===== src/rtl/uart_tx_arbiter.sv =====
// uart_tx_arbiter
// Message-locked round-robin arbiter that shares one UART transmitter between
// N_REQ byte-stream requesters. Once a requester wins, it owns the transmitter
// until the transmitter accepts a byte flagged last, so messages never interleave.
// Optional feature: define UART_TX_ARB_TIMEOUT_EN to build the idle-stall counter
// that force-releases a lock after TIMEOUT clocks with no byte offered.
module uart_tx_arbiter #(
    parameter int          N_REQ   = 4,
    parameter logic [15:0] TIMEOUT = 16'hFFFF,
    localparam int         IDW     = $clog2(N_REQ)
) (
    input  logic               clk,
    input  logic               rst,
    input  logic [N_REQ-1:0]   req_valid,
    input  logic [8*N_REQ-1:0] req_data,
    input  logic [N_REQ-1:0]   req_last,
    output logic [N_REQ-1:0]   req_ready,
    output logic               tx_valid,
    output logic [7:0]         tx_data,
    input  logic               tx_ready,
    output logic [IDW-1:0]     grant_id,
    output logic               busy,
    output logic               timeout
);

    typedef enum logic {
        S_IDLE   = 1'b0,
        S_LOCKED = 1'b1
    } state_t;

    state_t         state_q;
    logic [IDW-1:0] grant_q;
    logic [IDW-1:0] last_ptr_q;

    // Round-robin scan results.
    logic           rr_found;
    logic [IDW-1:0] rr_idx;
    logic [IDW-1:0] rr_cand;

    // Signals of the current grant holder.
    logic           sel_valid;
    logic           sel_last;
    logic [7:0]     sel_data;

    // Pass-through enable: the lock is dropped in the very cycle reset is seen,
    // so no byte slips through while the state register is being cleared.
    logic           pass_en;
    logic           hs;
    logic           stall_hit;

    // Scan requests starting one past the previous message owner, wrapping modulo N_REQ.
    always_comb begin
        // NOTE: every combinational output gets a default first so no path leaves it
        // unassigned; otherwise a latch is inferred.
        rr_found = 1'b0;
        rr_idx   = '0;
        rr_cand  = '0;
        for (int k = 1; k <= N_REQ; k++) begin
            rr_cand = IDW'((int'(last_ptr_q) + k) % N_REQ);
            if (!rr_found && req_valid[rr_cand]) begin
                rr_found = 1'b1;
                rr_idx   = rr_cand;
            end
        end
    end

    // Select the grant holder's valid/last/data lanes.
    always_comb begin
        sel_valid = 1'b0;
        sel_last  = 1'b0;
        sel_data  = 8'h00;
        for (int i = 0; i < N_REQ; i++) begin
            if (grant_q == IDW'(i)) begin
                sel_valid = req_valid[i];
                sel_last  = req_last[i];
                sel_data  = req_data[8*i +: 8];
            end
        end
    end

    assign pass_en  = (state_q == S_LOCKED) && !rst;
    assign tx_valid = pass_en && sel_valid;
    assign tx_data  = pass_en ? sel_data : 8'h00;
    assign hs       = tx_valid && tx_ready;

    // Route the transmitter's ready back to the grant holder only.
    always_comb begin
        req_ready = '0;
        for (int i = 0; i < N_REQ; i++) begin
            if (pass_en && (grant_q == IDW'(i))) begin
                req_ready[i] = tx_ready;
            end
        end
    end

    // Arbitration FSM: grant in IDLE, release on an accepted last byte (or a stall timeout).
    always_ff @(posedge clk) begin
        // NOTE: sequential state uses non-blocking assignments so every register
        // samples the pre-edge values, independent of statement order.
        if (rst) begin
            state_q    <= S_IDLE;
            grant_q    <= '0;
            last_ptr_q <= IDW'(N_REQ - 1);
        end else begin
            case (state_q)
                S_IDLE: begin
                    if (rr_found) begin
                        grant_q <= rr_idx;
                        state_q <= S_LOCKED;
                    end
                end
                S_LOCKED: begin
                    if (hs && sel_last) begin
                        state_q    <= S_IDLE;
                        last_ptr_q <= grant_q;
                    end else if (stall_hit) begin
                        state_q    <= S_IDLE;
                        last_ptr_q <= grant_q;
                    end
                end
                default: state_q <= S_IDLE;
            endcase
        end
    end

`ifdef UART_TX_ARB_TIMEOUT_EN
    logic [15:0] stall_cnt_q;
    logic        timeout_q;

    // Reaching TIMEOUT means this cycle is the TIMEOUT-th consecutive cycle without a byte.
    assign stall_hit = (state_q == S_LOCKED) && !sel_valid && (stall_cnt_q == (TIMEOUT - 16'd1));

    // Count locked cycles with no byte offered; backpressure from tx_ready is not a stall.
    always_ff @(posedge clk) begin
        if (rst) begin
            stall_cnt_q <= '0;
            timeout_q   <= 1'b0;
        end else begin
            timeout_q <= stall_hit;
            if ((state_q == S_IDLE) || hs) begin
                stall_cnt_q <= '0;
            end else if (!sel_valid) begin
                stall_cnt_q <= stall_cnt_q + 16'd1;
            end
        end
    end

    assign timeout = timeout_q;
`else
    logic unused_timeout_cfg;

    assign stall_hit          = 1'b0;
    assign timeout            = 1'b0;
    assign unused_timeout_cfg = ^TIMEOUT;
`endif

    assign grant_id = grant_q;
    assign busy     = (state_q == S_LOCKED);

endmodule


===== config.mk =====
export PLATFORM = sky130hd
export DESIGN_NAME = uart_tx_arbiter
export DESIGN_NICKNAME = d
export VERILOG_FILES = /design/src/rtl/uart_tx_arbiter.sv
export SDC_FILE = /design/constraint.sdc
export NUM_CORES = 1
export LEC_CHECK = 0
export CELL_PAD_IN_SITES_DETAIL_PLACEMENT = 0
export CELL_PAD_IN_SITES_GLOBAL_PLACEMENT = 1
export CORE_ASPECT_RATIO = 0.9
export CORE_MARGIN = 5
export CORE_UTILIZATION = 21
export CTS_CLUSTER_SIZE = 16
export DETAILED_ROUTE_END_ITERATION = 7
export PLACE_DENSITY = 0.88
export SKIP_CTS_REPAIR_TIMING = 1
export SYNTH_ARGS = -nofsm -noshare
export SYNTH_HDL_FRONTEND = slang
export SYNTH_SLANG_ARGS = --single-unit

===== constraint.sdc =====
create_clock -name clk -period 2 [get_ports clk]
set_clock_uncertainty 0.15 [all_clocks]
set_input_delay 0.4 -clock clk [delete_from_list [all_inputs] [get_ports clk]]
set_output_delay 0.4 -clock clk [all_outputs]
set_load 0.005 [all_outputs]

* After elaboration in Yosys (flattened, before gate mapping)
Index checks and enable logic that the tools add are counted.
** Storage, ports and cells
- Output and inout port bits :: 17
- Input port bits :: 43
- Bits in registers :: 5
** Operators by class
- Add/subtract/negate cells :: 4
- Reductions and logical operators :: 18
- $lt $le $gt $ge :: 4
- Bitwise logic cells :: 1
- Equal/unequal tests :: 3
- Multiplexer cells :: 36
** Operators by type and width (number)
- $mux 8 :: 5
- $mux 1 :: 22
- $lt 2x3->1 const B :: 4
- $logic_and 1x1->1 :: 11
- $bmux 1 s2 :: 4
- $mux 2 :: 4
- $add 2x1->2 const B :: 2
- $add 2x2->2 const B :: 2
- $eq 2x2->1 const B :: 2
- $logic_not 1->1 :: 4
- $reduce_and 2->1 :: 2
- $eq 2x1->1 const B :: 1
- $logic_not 2->1 :: 1
- $pmux 1 s2 :: 1
- $not 1->1 :: 1

* Logic depth before layout (Yosys ltp)
Gate-level depths: netlist (run 1).
- Word-level depth :: 15
- Gate-level depth with buffers :: 5

* Worst setup path after synthesis (run 1)
No wires, ideal clock.
- Path kind :: reg-to-output
- Start point :: register grant_q[1], in the netlist grant_id[1]
- End point :: output port tx_data[3]
- Path buffers :: 2
- Stages on the path, launching flop included :: 5
- Required time :: 1.450 ns
- Data arrival time :: 1.231 ns
- Slack :: 0.219 ns
- Cells stage by stage :: dfxtp_1 > clkbuf_1 > buf_2 > mux4_2 > nor2b_1
** On the way
- Word-level cells in the longest chain between the ends :: 6
** RTL lines
- start: declaration :: line 32 : logic [IDW-1:0] grant_q;
- start signal: assignment :: line 108 : grant_q <= rr_idx;
- $logic_not 2->1 :: line 73 : if (grant_q == IDW'(i)) begin
- $mux 8 (3 in a row) :: line 73
- $mux 8 * :: line 73
- $mux 8 * :: line 83 : assign tx_data = pass_en ? sel_data : 8'h00;
- end: declaration :: line 19 : output logic [7:0] tx_data,
Every way passes the cells marked *; elsewhere a longest branch is shown, timed or not.

* Worst setup path in the final report (run 1)
- Start point :: input port req_data[19]
- End point :: output port tx_data[3]
** On the way
- Word-level cells in the longest chain between the ends :: 3
** RTL lines
- start: declaration :: line 15 : input logic [8*N_REQ-1:0] req_data,
- $mux 8 (2 in a row) :: line 73
- $mux 8 :: line 83
Every way passes these cells.

==> results.md, run 1 <==
- Peak VDD IR: 0.0003000 V
- Crit path max fanout: 1
- Synth area leaders: mux4_2 (32%), dfxtp_1 (14%), nor2b_1 (8.8%)
- Largest family of logic cells by synthesized area: multiplexers
- Layout cell share with drive strength beyond 1: 0.4063
- Post-Synth Adder-Cell Area: 0
- Pins Over Slew Limit: 0
- Final Util: 0.5027
- CP Launch Type: input pin
- Global-route track usage on met3: 0.04434
- First-pass GRT wire length: 4.298 mm
- Via-to-Cell Ratio: 4.711
- CP Cell Sequence: clkdlybuf4s50_1, mux4_2, nor2b_1, clkbuf_2
- GRT busiest layer: met2
- Fin worst setup slack: -0.05142 ns
- Max Clk Rate: 487.5 MHz
- Main synth FF type: dfxtp_1
- ANT cells: 0
- Post-synth EDFFs: 0
- Clk buf depth: 2
- Routed wire length: 3.182 mm
- Die Y: 65.09 um
- Mapped Nets: 124
- CP delay by family, top: buffers and inverters
- Gate Count Post-Synth: 81
- Clock Tree Root: clkbuf_8
- Vias in the first global route: 899
- Mux contribution to synthesized area: 0.3180
- Sequential Power Share: 0.192
- FF+latch count, synth: 5
- GR Util met2: 0.2041
- Critical path buffer and inverter count: 2
- Internal power: 445.7 uW
- Yosys cell types: 31
- Combinational share of power: 0.508
- Largest area contributor in the netlist: mux4_2
- Max-cap viol count: 0
- CTS tree: yes
- RSZ-0062 raised after global routing: true
- Failing checks: negative setup slack
- Status: finished with violations
- GR Overflow Total: 0
- Reg2Reg Setup Slack: 0.35 ns
- Clock Power Share: 0.300
- Sw power: 164.2 uW
- Slowest Stage Delay on Critical Path: 0.45 ns
- DPL Wire Length: 2.479 mm
- Post-synth top area share: 0.3180
- Pre-CTS setup slack: -0.5566 ns
- CTS sink cnt: 5
- Worst skew pair latency: 0.22 ns
- FP Rows: 20
- Fin crit period: 2.051 ns
- Syn-to-layout area delta: 134.5%
- Syn. warnings: 0
- Post-synth ARST share: 0
- Num ports: 60
- Final GP Congestion: 0.7561
- Hold Path Class: in2reg
- DRC errors left: 0
- Hold Vio Cnt, Final: 0
- Die area: 4635 um^2
- Initial DRC count: 85
- Initial antenna violation count: 0
- # nets final: 204
- Total CTS buffers: 3
- Sw frac: 0.2693
- CP endpoint kind: output port
- Kind of critical path: in2out
- Chip Width: 71.21 um
- Seq/Total Area, Yosys: 0.1413
- Pleak: 0.0009715 uW
- Crit path DAT: 1.50 ns
- Post-Synth Simple-Gate Area: 0.2774
- CP max stage cell: mux4_2
- Compound-gate portion of the synthesized area: 0.1767
- Vias: 961
- Fin crit share: 1.026
- Setup violators final: 8
- M1 GR Usage: 0.1404
- Worst EP required: 1.45 ns
- Post-route antenna net violation count: 0
- Initial Util: 0.2144
- Cell Pwr Density: 367.3 nW/um^2
- Synth Area in XOR/XNOR: 0
- Number of port buffers: 58
- DRT Pass-1 Iters: 4
- Htree depth: 1
- Mapped Area: 708.2 um^2
- Clock Pin Slew Worst Setup and Hold Paths: 0.03 ns
- Gr usage total: 0.1171
- Largest net degree at the start of global routing: 13
- Synth Area per Inst: 8.743 um^2
- Core box area: 3303 um^2
- WL per Instance: 15.60 um
## Yosys cell counts, drive strengths merged (2+ instances only)
library cell,count
a21oi,5
nor3,3
mux4,10
inv,6
nand3,2
dfxtp,5
nand3b,2
or2,2
o221ai,3
buf,3
nor2,7
nor2b,10
clkbuf,4
nand2,4
## worst paths after layout
path	start	to	cells after the start
min	rst	grant_id[0]	3
max	req_data[19]	tx_data[3]	4
max reg2reg	last_ptr_q[0]	grant_id[1]	4
min reg2reg	last_ptr_q[1]	last_ptr_q[1]	2
## flip-flops by register name, summed over array words and instances, names as in the netlist
register / flops
last_ptr_q: 2
busy: 1
grant_id: 2
## through the flow
step | hold slack [ns] | total power (uW) | std cells | cell area (um^2) | TNS, ns
after floorplan | 0.3293 | 235.9 | 81 | 708.2 | 0
after global placement | 0.4585 | 409.6 | 198 | 1486 | -5.630
after detailed placement | 0.4596 | 416.8 | 198 | 1486 | -5.938
after CTS | 0.4675 | 606.1 | 202 | 1531 | -6.084
after global routing | 0.4877 | 650.4 | 204 | 1660 | -0.7281
final | 0.4251 | 609.9 | 204 | 1660 | -0.2656
## metal layers
metal	part of all wire	wire [um]
met5	0	0
met4	0.0044	14
met3	0.057	181
met2	0.57	1812
met1	0.37	1173
## power by group through the flow
stage	logic, uW	registers (uW)	clock network [uW]
CTS	302	115	190
global route	334	118	198
finish	310	117	183
global placement	294	116	0
floorplan	121	115	0
detailed placement	301	116	0
## logic make-up (layout without fill, tap and decap cells)
kind of cell,Yosys count,count (layout)
multiplexers,10,10
buffers and inverters,13,92
AND/OR/NAND/NOR,36,36
flip-flops,5,5
other,1,1
AO/OA/AOI/OAI,16,16
## worst min-delay path, delay by kind of cell
family | cells | cell delay, ns
AND/OR/NAND/NOR | 1 | 0.07
buffers and inverters | 2 | 0.28
## area by class of cell
class / instances / area [um^2]
clock buffer: 4 / 45.04
fill: 299 / 1643
inverter: 6 / 22.52
multi-input combinational: 63 / 615.6
sequential: 5 / 103.9
tap: 44 / 55.05
timing repair buffer: 82 / 818.3
## cells in the final DEF (no fill, tap or decap), types with 2 or more instances in the layout
master,netlist,final
mux4_2,10,10
clkdlybuf4s50_1,0,14
nor3_1,3,2
o221ai_1,3,3
clkbuf_8,0,3
inv_2,1,2
buf_6,0,2
nand3b_1,2,2
inv_1,5,4
nor2_1,7,5
nor2b_4,0,5
clkbuf_2,0,4
dlymetal6s2s_1,0,33
a21oi_1,5,5
nand2_1,4,3
dfxtp_1,5,4
buf_4,2,21
nand3_1,2,2
buf_2,1,6
nor2b_1,10,5
(Power assumes the default switching activity.)
==> run 2, diff against run 1 <==
--- a/config.mk
+++ b/config.mk
@@ -7,7 +7,6 @@
 export LEC_CHECK = 0
 export CELL_PAD_IN_SITES_DETAIL_PLACEMENT = 0
 export CELL_PAD_IN_SITES_GLOBAL_PLACEMENT = 1
-export CORE_ASPECT_RATIO = 0.9
 export CORE_MARGIN = 5
 export CORE_UTILIZATION = 21
 export CTS_CLUSTER_SIZE = 16
==> run 2 against run 1 <==
The flow still finishes with violations (negative setup slack). Maximum frequency down 2.0%. Via count up 2.6%. Combinational power about the same. Utilization down 3.7 points. Global-route usage up 0.85 points. Flip-flop and latch count unchanged. Sequential power about the same.
==> results.md, run 2 (synthesized netlist as in run 1, its figures left out) <==
- Die area: 4634 um^2
- CTS tree: yes
- Initial DRC count: 21
- GR Overflow Total: 0
- Clock Power Share: 0.225
- ANT cells: 0
- Uppermost layer routed: met4
- Chip Width: 68.07 um
- Fin crit period: 2.093 ns
- Combinational share of power: 0.562
- Pleak: 0.0007238 uW
- Status: finished with violations
- CP endpoint kind: output port
- Gr usage total: 0.1256
- Reg2Reg Setup Slack: 0.27 ns
- Peak VDD IR: 0.00009561 V
- Max Clk Rate: 477.7 MHz
- Worst EP required: 1.45 ns
- Final GP Congestion: 0.8491
- Fin crit share: 1.047
- Most common cell after layout, fill and taps aside: clkdlybuf4s50_1
- Clock Tree Root: clkbuf_4
- Vias: 986
- FP Rows: 21
- Fillers: 334
- Internal power: 385.9 uW
- Sw power: 163.6 uW
- Setup TNS: -0.5521 ns
- Path depth of the worst reg2reg path: 4
- DPL Wire Length: 2.689 mm
- DRC errors left: 0
- Num ports: 60
- CP Launch Type: input pin
- # nets final: 200
- Syn-to-layout area delta: 117.8%
- Seq. cell area: 103.9 um^2
- WL per Instance: 16.41 um
- Initial antenna violation count: 0
- Routed wire length: 3.314 mm
- Layout cell share with drive strength beyond 1: 0.3718
- Met3 wire length: 492 um
- Pins Over Slew Limit: 0
- Hold Crit Depth: 3
- Worst skew pair latency: 0.25 ns
- Multi-input combinational cell area: 583.1 um^2
- WL met1: 1.091 mm
- Worst Hold Path EP: grant_id[0]
- Most frequent cells in the layout: clkdlybuf4s50_1 (35), buf_4 (15), dlymetal6s2s_1 (11), mux4_2 (10), clkbuf_2 (10)
- Setup violators final: 9
- Initial Util: 0.2139
- Hold WS: 0.3662 ns
- Hold Vio Cnt, Final: 0
- Largest net degree at the start of global routing: 14
- HP Start: rst
- Number of port buffers: 58
- DRT Pass-1 Iters: 4
- Vias in the first global route: 940
- Die Y: 68.07 um
- Core box area: 3311 um^2
- Cell Pwr Density: 356.2 nW/um^2
- R2r endpoint: grant_id[1]
- Total CTS buffers: 3
- Max-cap viol count: 0
- Via-to-Cell Ratio: 4.881
- RSZ-0062 raised after global routing: true
- Crit path max fanout: 1
- Wire length on met2: 1.685 mm
- FF-to-FF Start: last_ptr_q[0]
- Kind of critical path: in2out
- Clock Pin Slew Worst Setup and Hold Paths: 0.05 ns
- Post-route antenna net violation count: 0
- Htree depth: 1
- Sw frac: 0.2977
- Hold Path Class: in2reg
- Crit path DAT: 1.54 ns
- Failing checks: negative setup slack
- Sequential Power Share: 0.213
- First-pass GRT wire length: 4.340 mm
- Fin worst setup slack: -0.09329 ns
- CTS sink cnt: 5
- Clk buf depth: 2
## run 2: per-stage QoR
step	std cells	util	cell area, um^2	setup WS, ns	total power (uW)
finish	202	0.4660	1543	-0.09329	549.6
detailed placement	195	0.4422	1464	-0.5126	413.6
CTS	199	0.4505	1491	-0.5132	541.0
global placement	195	0.4422	1464	-0.4901	405.6
global route	202	0.4660	1543	-0.1349	583.8
floorplan	81	-	708.2	0.2190	235.9
## run 2: area by class of cell
class,count,area share
clock buffers,3,0.01460
clock inverters,1,0.003244
repair buffers,78,0.4850
flip-flops and latches,5,0.06732
multi-input cells,63,0.3779
inverters,6,0.01460
well taps,46,0.03731
## run 2: worst max-delay path, stage by stage
cell,delay [ns]
clkdlybuf4s50_1,0.41
mux4_2,0.48
nor2b_1,0.14
clkbuf_2,0.11
## run 2: how the worst max path moves through the flow
stage / from / slack, ns / endpoint
5_1_grt: grant_id[0] / -0.13 / tx_data[4]
3_5_place_dp: req_valid[0] / -0.51 / tx_valid
4_1_cts: req_valid[0] / -0.51 / tx_valid
2_1_floorplan: grant_id[1] / 0.22 / tx_data[3]
3_3_place_gp: rst / -0.49 / req_ready[2]
6_report: req_data[28] / -0.09 / tx_data[4]
## run 2: layer usage
metal,vias to the layer above,track usage
met2,62,0.2479
li1,458,-
met5,-,0
met4,0,0.05955
met3,4,0.03612
met1,462,0.1151
## run 2: power by group through the flow
| stage | clock, uW | sequential [uW] | combinational (uW) |
|---|---|---|---|
| 6_report | 124 | 117 | 309 |
| 5_1_grt | 135 | 118 | 331 |
| 4_1_cts | 129 | 114 | 299 |
| 3_5_place_dp | 0 | 116 | 298 |
| 3_3_place_gp | 0 | 115 | 290 |
| 2_1_floorplan | 0 | 115 | 121 |
==> run 3, diff against run 2 <==
==> constraint.sdc (replaced) <==
create_clock -name clk -period 2 [get_ports clk]
set_clock_uncertainty 0.15 [all_clocks]
set_input_delay 0.6 -clock clk [delete_from_list [all_inputs] [get_ports clk]]
set_output_delay 0.6 -clock clk [all_outputs]
set_load 0.005 [all_outputs]
==> run 3 against run 2 <==
The flow still finishes with violations (negative setup slack). Critical path depth unchanged. Maximum frequency down 8.6%. Final area up 5.8%. Flip-flop and latch count unchanged. Routed wire length down 6.5%. Register-to-register slack better by 0.05 ns. Global-route usage down 0.44 points. First-iteration DRC count up 110%. Worst setup slack worse by 0.20 ns. Combinational power down 5%. Non-clock buffer count up 1. Via count down 1.5%.
==> results.md, run 3 (synthesized netlist as in run 1, its figures left out) <==
- Crit path DAT: 1.54 ns
- Initial Util: 0.2139
- Sw power: 153.7 uW
- Wire length on met2: 1.442 mm
- Chip Width: 68.07 um
- Worst EP required: 1.25 ns
- Placed cell count: 195
- Pre-CTS setup slack: -0.9575 ns
- Power, Total: 532.7 uW
- Final GP Congestion: 0.8713
- Max-cap viol count: 0
- GR Overflow Total: 0
- WL per Instance: 15.27 um
- Clock Tree Root: clkbuf_4
- CP endpoint kind: output port
- Vias: 971
- FP Rows: 21
- Vias in the first global route: 964
- CP Launch Type: flip-flop
- Met3 wire length: 426 um
- Fin crit share: 1.145
- Setup violators final: 11
- Core box area: 3311 um^2
- Final Util: 0.4932
- Pleak: 0.0009846 uW
- Die area: 4634 um^2
- Total CTS buffers: 3
- Routed wire length: 3.100 mm
- First-pass GRT wire length: 4.250 mm
- Status: finished with violations
- Internal power: 379.0 uW
- Uppermost layer routed: met4
- Non-Filler Instances: 203
- Clock Pin Slew Worst Setup and Hold Paths: 0.04 ns
- CP startpoint: grant_id[0]
- Post-route antenna net violation count: 0
- CP max stage cell: mux4_2
- Most frequent cells in the layout: dlymetal6s2s_1 (39), buf_4 (18), mux4_2 (10), buf_2 (9), nor2b_1 (7)
- Setup TNS: -2.360 ns
- Slowest Stage Delay on Critical Path: 0.51 ns
- CP Cell Sequence: buf_12, mux4_2, nor2b_1, buf_2
- # nets final: 201
- FF-to-FF Start: last_ptr_q[0]
- Die Y: 68.07 um
- Sw frac: 0.2886
- R2r endpoint: grant_id[1]
- Initial antenna violation count: 0
- Pins Over Slew Limit: 0
- Initial DRC count: 45
- CTS sink cnt: 5
- Clock Power Share: 0.222
- CTS tree: yes
- Peak VDD IR: 0.0001072 V
- Reg2Reg Setup Slack: 0.32 ns
- ANT cells: 0
- DRC errors left: 0
- Largest net degree at the start of global routing: 14
- Max Clk Rate: 436.9 MHz
- Hold Path Class: reg2reg
- Capture point of the critical path: tx_data[0]
- Cell Pwr Density: 326.3 nW/um^2
- Clk buf depth: 2
- Failing checks: negative setup slack
- Combinational share of power: 0.552
- Via-to-Cell Ratio: 4.783
- Fin crit period: 2.289 ns
- Most common cell after layout, fill and taps aside: dlymetal6s2s_1
- RSZ-0062 raised after global routing: true
- WL met1: 1.212 mm
- Layout cell share with drive strength beyond 1: 0.4204
- Hold Vio Cnt, Final: 0
- Crit path max fanout: 7
- Sequential Power Share: 0.226
- DRT Pass-1 Iters: 4
- Num ports: 60
- Syn-to-layout area delta: 130.6%
- Path depth of the worst reg2reg path: 4
- Kind of critical path: reg2out
- Gr usage total: 0.1212
- Worst skew pair latency: 0.25 ns
- Number of port buffers: 58
- Htree depth: 1
- DPL Wire Length: 2.495 mm
- Fin worst setup slack: -0.2891 ns
-- run 3: power by group through the flow --
stage / logic [uW] / registers (uW) / clock network [uW]
after global routing: 317 / 121 / 132
after floorplan: 128 / 115 / 0
after detailed placement: 293 / 119 / 0
after global placement: 289 / 119 / 0
after CTS: 295 / 117 / 126
final: 294 / 120 / 118
-- run 3: final cells by class --
| cell class | instances | area, um^2 |
|---|---|---|
| clock buffer | 4 | 26.28 |
| inverter | 6 | 22.52 |
| fill | 301 | 1678 |
| timing repair buffer | 79 | 812.0 |
| multi-input combinational | 63 | 605.6 |
| tap | 46 | 57.56 |
| sequential | 5 | 108.9 |
-- run 3: worst min path at each step --
stage | startpoint | to | slack (ns) | cells past startpoint
2_1_floorplan | busy | busy | 0.38 | 2
3_3_place_gp | last_ptr_q[1] | last_ptr_q[1] | 0.44 | 2
3_5_place_dp | last_ptr_q[1] | last_ptr_q[1] | 0.44 | 2
4_1_cts | last_ptr_q[1] | last_ptr_q[1] | 0.46 | 2
5_1_grt | last_ptr_q[1] | last_ptr_q[1] | 0.51 | 2
6_report | last_ptr_q[1] | last_ptr_q[1] | 0.46 | 2
-- run 3: per-layer routing --
metal  vias to the layer above  track usage
met5                         -            0
met4                         0      0.05211
met3                         2      0.03448
met2                        58       0.2118
met1                       452       0.1360
li1                        459            -
-- run 3: worst max-delay path, delay by kind of cell, from the launching register on --
kind,cells,cell delay [ns]
buf+inv,2,0.26
flops,1,0.38
mux,1,0.51
simple gates,1,0.15
-- run 3: metrics by stage --
stage	instance area, um^2	hold WS [ns]
after floorplan	738.2	0.3778
final	1633	0.4577
after global routing	1633	0.5103
after CTS	1485	0.4567
after detailed placement	1459	0.4446
after global placement	1459	0.4392
==> edit 1: new RTL, settings of run 1 <==
Set the parameter `N_REQ` to 8 (it was 4).
--- a/src/rtl/uart_tx_arbiter.sv
+++ b/src/rtl/uart_tx_arbiter.sv
@@ -5,7 +5,7 @@
 // Optional feature: define UART_TX_ARB_TIMEOUT_EN to build the idle-stall counter
 // that force-releases a lock after TIMEOUT clocks with no byte offered.
 module uart_tx_arbiter #(
-    parameter int          N_REQ   = 4,
+    parameter int          N_REQ   = 8,
     parameter logic [15:0] TIMEOUT = 16'hFFFF,
     localparam int         IDW     = $clog2(N_REQ)
 ) (
Ports: changed (5 resized); port bits go from 60 to 105. The function was not compared with the original's and may differ.
==> edit 1 against run 1 <==
The run still ends with setup timing left; power rose by 100%; via count rose to 2.8 times the old value; non-clock buffer count rose by 113; maximum frequency fell by 22%; global-route usage rose by 2.8 points; cell area rose to 2.6 times the old value; sequential cell count rose by 2; sequential power rose by 35%; cell count rose to 2.7 times the old value; worst setup slack got worse by 0.56 ns; die area rose by 140%; synthesized area rose to 2.8 times the old value; clock power rose by 5%; wire length rose to 2.9 times the old value.
==> edit 1: results (changes against run 1) <==
INFO  timing         timing.final.setup_violations=14 [was 8]
INFO  yosys          synth_xor_xnor_area_share=0.0173 [was 0]
INFO  power          leakagePower=1.99nW [was 0.972 nW]
INFO  critical_path  crit_path_max_fanout=6 [was 1]
INFO  routing        dr.first_iter.drc_count=199 [was 85]
INFO  routing        avgViaCountPerCell=4.97 [was 4.71]
INFO  critical_path  timing.critical_path.arrival=2.60ns [was 1.50 ns]
INFO  layout         fin_cells=550 [was 204]
INFO  yosys          ys_seq_area_frac=0.0719 [was 0.141]
INFO  layout         finalNetCount=514 [was 204]
INFO  yosys          synth.mux.area_fraction=0.361 [was 0.318]
INFO  run_status     outcome=finished, violations left [unchanged]
INFO  layout         drive_above_1_share=0.470 [was 0.406]
INFO  yosys          post_synth_main_area_contributors=sky130_fd_sc_hd__mux4_2, sky130_fd_sc_hd__dfxtp_1, sky130_fd_sc_hd__mux2i_1, sky130_fd_sc_hd__mux2_2, sky130_fd_sc_hd__a21oi_1 [was sky130_fd_sc_hd__mux4_2, sky130_fd_sc_hd__dfxtp_1, sky130_fd_sc_hd__nor2b_1, sky130_fd_sc_hd__nor2_1, sky130_fd_sc_hd__o221ai_1]
INFO  yosys          post_synth_fa_ha_maj_area_fraction=0.0128 [was 0]
INFO  global_route   number_of_global_route_vias_before_repair=2,669 [was 899]
INFO  place          pre_cts_ws=-0.902ns [was -0.557 ns]
INFO  yosys          synth_cell_types=56 [was 31]
INFO  timing         whs=0.375ns [was 0.425 ns]
INFO  yosys          postSynthNetCount=331 [was 124]
INFO  place          place.detailed.hpwl=7050um [was 2480 um]
INFO  place          placed_instances=527 [was 198]
INFO  power          irDropWorstVdd=0.108mV [was 0.300 mV]
INFO  run_status     violations=setup timing [unchanged]
INFO  global_route   pin_count_of_the_biggest_net_entering_global_routing=18 [was 13]
INFO  global_route   first_pass_grt_wire_length=13,500um [was 4300 um]
INFO  yosys          netlist_top_cells_count=sky130_fd_sc_hd__a21oi_1, sky130_fd_sc_hd__mux4_2, sky130_fd_sc_hd__o21ai_0 [was sky130_fd_sc_hd__mux4_2, sky130_fd_sc_hd__nor2b_1, sky130_fd_sc_hd__nor2_1]
INFO  timing         setup_slack=-0.614ns [was -0.0514 ns]
INFO  timing         totalNegativeSetupSlack=-4.65ns [was -0.266 ns]
INFO  yosys          synth_compound_gate_area_share=0.261 [was 0.177]
INFO  place          post_dp_cell_area=3730um2 [was 1490 um2]
INFO  routing        route.final.wire_length=9110um [was 3180 um]
INFO  place          finalWeightedCongestion=0.918 [was 0.756]
edit 1: changes by cell type after synthesis, moves of 5 or more:
cell	change
sky130_fd_sc_hd__o21ai_0	+18
sky130_fd_sc_hd__nand2_1	+13
sky130_fd_sc_hd__inv_1	+9
sky130_fd_sc_hd__mux2_2	+9
sky130_fd_sc_hd__nand3_1	+12
sky130_fd_sc_hd__mux4_2	+8
sky130_fd_sc_hd__mux2i_1	+13
sky130_fd_sc_hd__o22ai_1	+7
sky130_fd_sc_hd__a21oi_1	+14
sky130_fd_sc_hd__nor2_1	+10
sky130_fd_sc_hd__nor3_1	+5
edit 1: worst max-delay path, stage by stage, from the launching register on:
cell	delay (ns)
sky130_fd_sc_hd__dfxtp_4	0.39
sky130_fd_sc_hd__inv_4	0.05
sky130_fd_sc_hd__ha_4	0.33
sky130_fd_sc_hd__buf_6	0.14
sky130_fd_sc_hd__mux4_2	0.39
sky130_fd_sc_hd__buf_4	0.17
sky130_fd_sc_hd__nor3_2	0.09
sky130_fd_sc_hd__nand4_1	0.16
sky130_fd_sc_hd__or4_1	0.45
sky130_fd_sc_hd__a311oi_2	0.20
edit 1: cell type report:
cell class / count / area, um2
Tap cell: 122 / 153
Fill cell: 845 / 4810
Multi-Input combinational cell: 206 / 1980
Clock buffer: 4 / 45.0
Sequential cell: 7 / 155
Inverter: 16 / 65.1
Timing Repair Buffer: 195 / 1880
edit 1: final timing paths:
check                     start          end  cells past startpoint
setup / recovery  last_ptr_q[0]  grant_id[2]                      9
hold / removal              rst  grant_id[2]                      3
hold reg to reg            busy         busy                      3
setup reg to reg  last_ptr_q[0]  grant_id[2]                      9
edit 1: logic make-up after synthesis:
| logic type | after synthesis |
|---|---|
| buffers and inverters | 33 |
| muxes | 43 |
| and+or+nand+nor | 80 |
| DFF | 7 |
| other | 1 |
| AOI/OAI and AO/OA | 77 |
| adders and majority gates | 2 |
| xor gates and xnor gates | 3 |
edit 1: report_power, final:
part / switching (mW) / internal (mW)
Clock: 0.0559 / 0.137
Combinational: 0.367 / 0.526
Sequential: 0.0115 / 0.147
edit 1: layer usage:
metal	up-vias	global-route usage	wire length [um]
met1	1302	0.175	3760
met5	-	0	0
met2	105	0.263	4630
met4	0	0.0440	124
met3	9	0.0269	605
li1	1318	-	-
==> edit 2: new RTL, flow settings as in run 1 <==
Made on the original files. The option `UART_TX_ARB_TIMEOUT_EN` is turned on by a define.
--- a/src/rtl/uart_tx_arbiter.sv
+++ b/src/rtl/uart_tx_arbiter.sv
@@ -4,6 +4,8 @@
 // until the transmitter accepts a byte flagged last, so messages never interleave.
 // Optional feature: define UART_TX_ARB_TIMEOUT_EN to build the idle-stall counter
 // that force-releases a lock after TIMEOUT clocks with no byte offered.
+`define UART_TX_ARB_TIMEOUT_EN
+
 module uart_tx_arbiter #(
     parameter int          N_REQ   = 4,
     parameter logic [15:0] TIMEOUT = 16'hFFFF,
Function: no difference found for any inputs over 10 cycles, from zero or initial values and one cycle with rst high; that may be too few to reach the edited logic, so the function may still have changed.
==> edit 2 against run 1 <==
The run still ends with setup timing left; cell area rose by 54%; cell count increased by 67%; sequential share of layout area rose by 11 points; clock power increased by 130%; combinational power grew 5%; wire length is 46% higher; power grew 97%; synthesized area grew 110%; non-clock buffer count increased by 8; die area up 91%; worst setup slack lost 0.18 ns; sequential cell count grew 17; critical path depth grew 2; critical endpoint is now tx_data[0].
==> edit 2: results (changes against run 1) <==
INFO  yosys          synth.avg_cell_area=9.15um2 [was 8.74 um2]
INFO  yosys          postSynthNetCount=207 [was 124]
INFO  yosys          post_synth_fa_ha_maj_area_fraction=0.0169 [was 0]
INFO  place          finalWeightedCongestion=0.794 [was 0.756]
INFO  yosys          netlist_top_cells_count=sky130_fd_sc_hd__dfxtp_1, sky130_fd_sc_hd__a21oi_1, sky130_fd_sc_hd__nor2_1 [was sky130_fd_sc_hd__mux4_2, sky130_fd_sc_hd__nor2b_1, sky130_fd_sc_hd__nor2_1]
INFO  power          leakagePower=1.07nW [was 0.972 nW]
INFO  global_route   number_of_global_route_vias_before_repair=1,525 [was 899]
INFO  global_route   pin_count_of_the_biggest_net_entering_global_routing=17 [was 13]
INFO  yosys          synth_compound_gate_area_share=0.157 [was 0.177]
INFO  cts            clkSlewWorstSetupHoldPaths=0.08ns [was 0.03 ns]
INFO  timing         setup_slack=-0.231ns [was -0.0514 ns]
INFO  critical_path  cp_max_stage_delay=0.48ns [was 0.45 ns]
INFO  routing        dr.first_iter.drc_count=141 [was 85]
INFO  power          power.density=472nW/um2 [was 367 nW/um2]
INFO  critical_path  timing.critical_path.arrival=1.68ns [was 1.50 ns]
INFO  layout         finalNetCount=293 [was 204]
INFO  timing         max_clock_freq=448MHz [was 487 MHz]
INFO  cts            clock_insertion_delay_worst_skew=0.27ns [was 0.22 ns]
INFO  global_route   first_pass_grt_wire_length=6960um [was 4300 um]
INFO  timing         timing.final.setup_violations=9 [was 8]
INFO  critical_path  r2r_slack=0.02ns [was 0.35 ns]
INFO  power          irDropWorstVdd=0.183mV [was 0.300 mV]
INFO  routing        post_drt_wl_per_cell=13.7um [was 15.6 um]
INFO  place          placed_instances=327 [was 198]
INFO  layout         drive_above_1_share=0.283 [was 0.406]
INFO  place          place.detailed.hpwl=3350um [was 2480 um]
INFO  yosys          synth.mux.area_fraction=0.186 [was 0.318]
INFO  run_status     violations=setup timing [unchanged]
INFO  yosys          post_synth_main_area_contributors=sky130_fd_sc_hd__dfxtp_1, sky130_fd_sc_hd__mux4_2, sky130_fd_sc_hd__mux4_1, sky130_fd_sc_hd__a21oi_1, sky130_fd_sc_hd__o31ai_1 [was sky130_fd_sc_hd__mux4_2, sky130_fd_sc_hd__dfxtp_1, sky130_fd_sc_hd__nor2b_1, sky130_fd_sc_hd__nor2_1, sky130_fd_sc_hd__o221ai_1]
INFO  yosys          synth_cell_types=35 [was 31]
INFO  place          pre_cts_ws=-0.520ns [was -0.557 ns]
INFO  critical_path  r2r.worst_path.cells=6 [was 4]
INFO  run_status     outcome=finished, violations left [unchanged]
INFO  global_route   gr-usage-all-layers=0.0914 [was 0.117]
INFO  timing         totalNegativeSetupSlack=-1.30ns [was -0.266 ns]
INFO  layout         fin_cells=340 [was 204]
INFO  yosys          synth_xor_xnor_area_share=0.0177 [was 0]
[edit 2: cell families (layout without fill, tap and decap cells)]
family,count (synthesis),after routing
multiplexers,14,14
flip-flops,22,22
adder cells (fa/ha/maj),2,2
buffers and inverters,14,99
XOR/XNOR,3,3
AO/OA/AOI/OAI,36,36
AND/OR/NAND/NOR,71,71
[edit 2: worst max-delay path, delay by kind of cell, from the launching register on]
| kind | cells | cell delay, ns |
|---|---|---|
| muxes | 1 | 0.48 |
| buffers and inverters | 4 | 0.41 |
| DFF | 1 | 0.37 |
| and+or+nand+nor | 1 | 0.15 |
[edit 2: path summary, 6_finish.rpt]
path                   startpoint               to
setup / recovery      grant_id[0]       tx_data[0]
hold / removal                rst      grant_id[1]
setup reg to reg      grant_id[0]   stall_cnt_q[9]
hold reg to reg   stall_cnt_q[13]  stall_cnt_q[13]
[edit 2: layout make-up]
cell class | count | area [um2]
clock inverter | 1 | 30.0
fill | 684 | 4420
sequential | 22 | 445
multi-input combinational | 126 | 1010
tap | 93 | 116
inverter | 5 | 18.8
timing repair buffer | 90 | 892
clock buffer | 3 | 41.3
[edit 2: stage by stage]
stage | cell area [um2] | hold WS, ns
3_3_place_gp | 2330 | 0.307
3_5_place_dp | 2330 | 0.322
4_1_cts | 2400 | 0.337
6_report | 2550 | 0.333
5_1_grt | 2550 | 0.362
2_1_floorplan | 1480 | 0.298
[edit 2: power groups by stage]
stage               Clock [mW]  Combinational, mW  Sequential, mW
floorplan                    0              0.116           0.462
global placement             0              0.287           0.461
detailed placement           0              0.292           0.461
CTS                      0.438              0.292           0.451
global route             0.450              0.351           0.453
finish                   0.423              0.327           0.452
[edit 2: metal layers]
metal | GRT usage | routed length (um)
met1 | 0.118 | 2140
met2 | 0.156 | 2190
met3 | 0.0101 | 243
met4 | 0.0341 | 69
met5 | 0 | 0
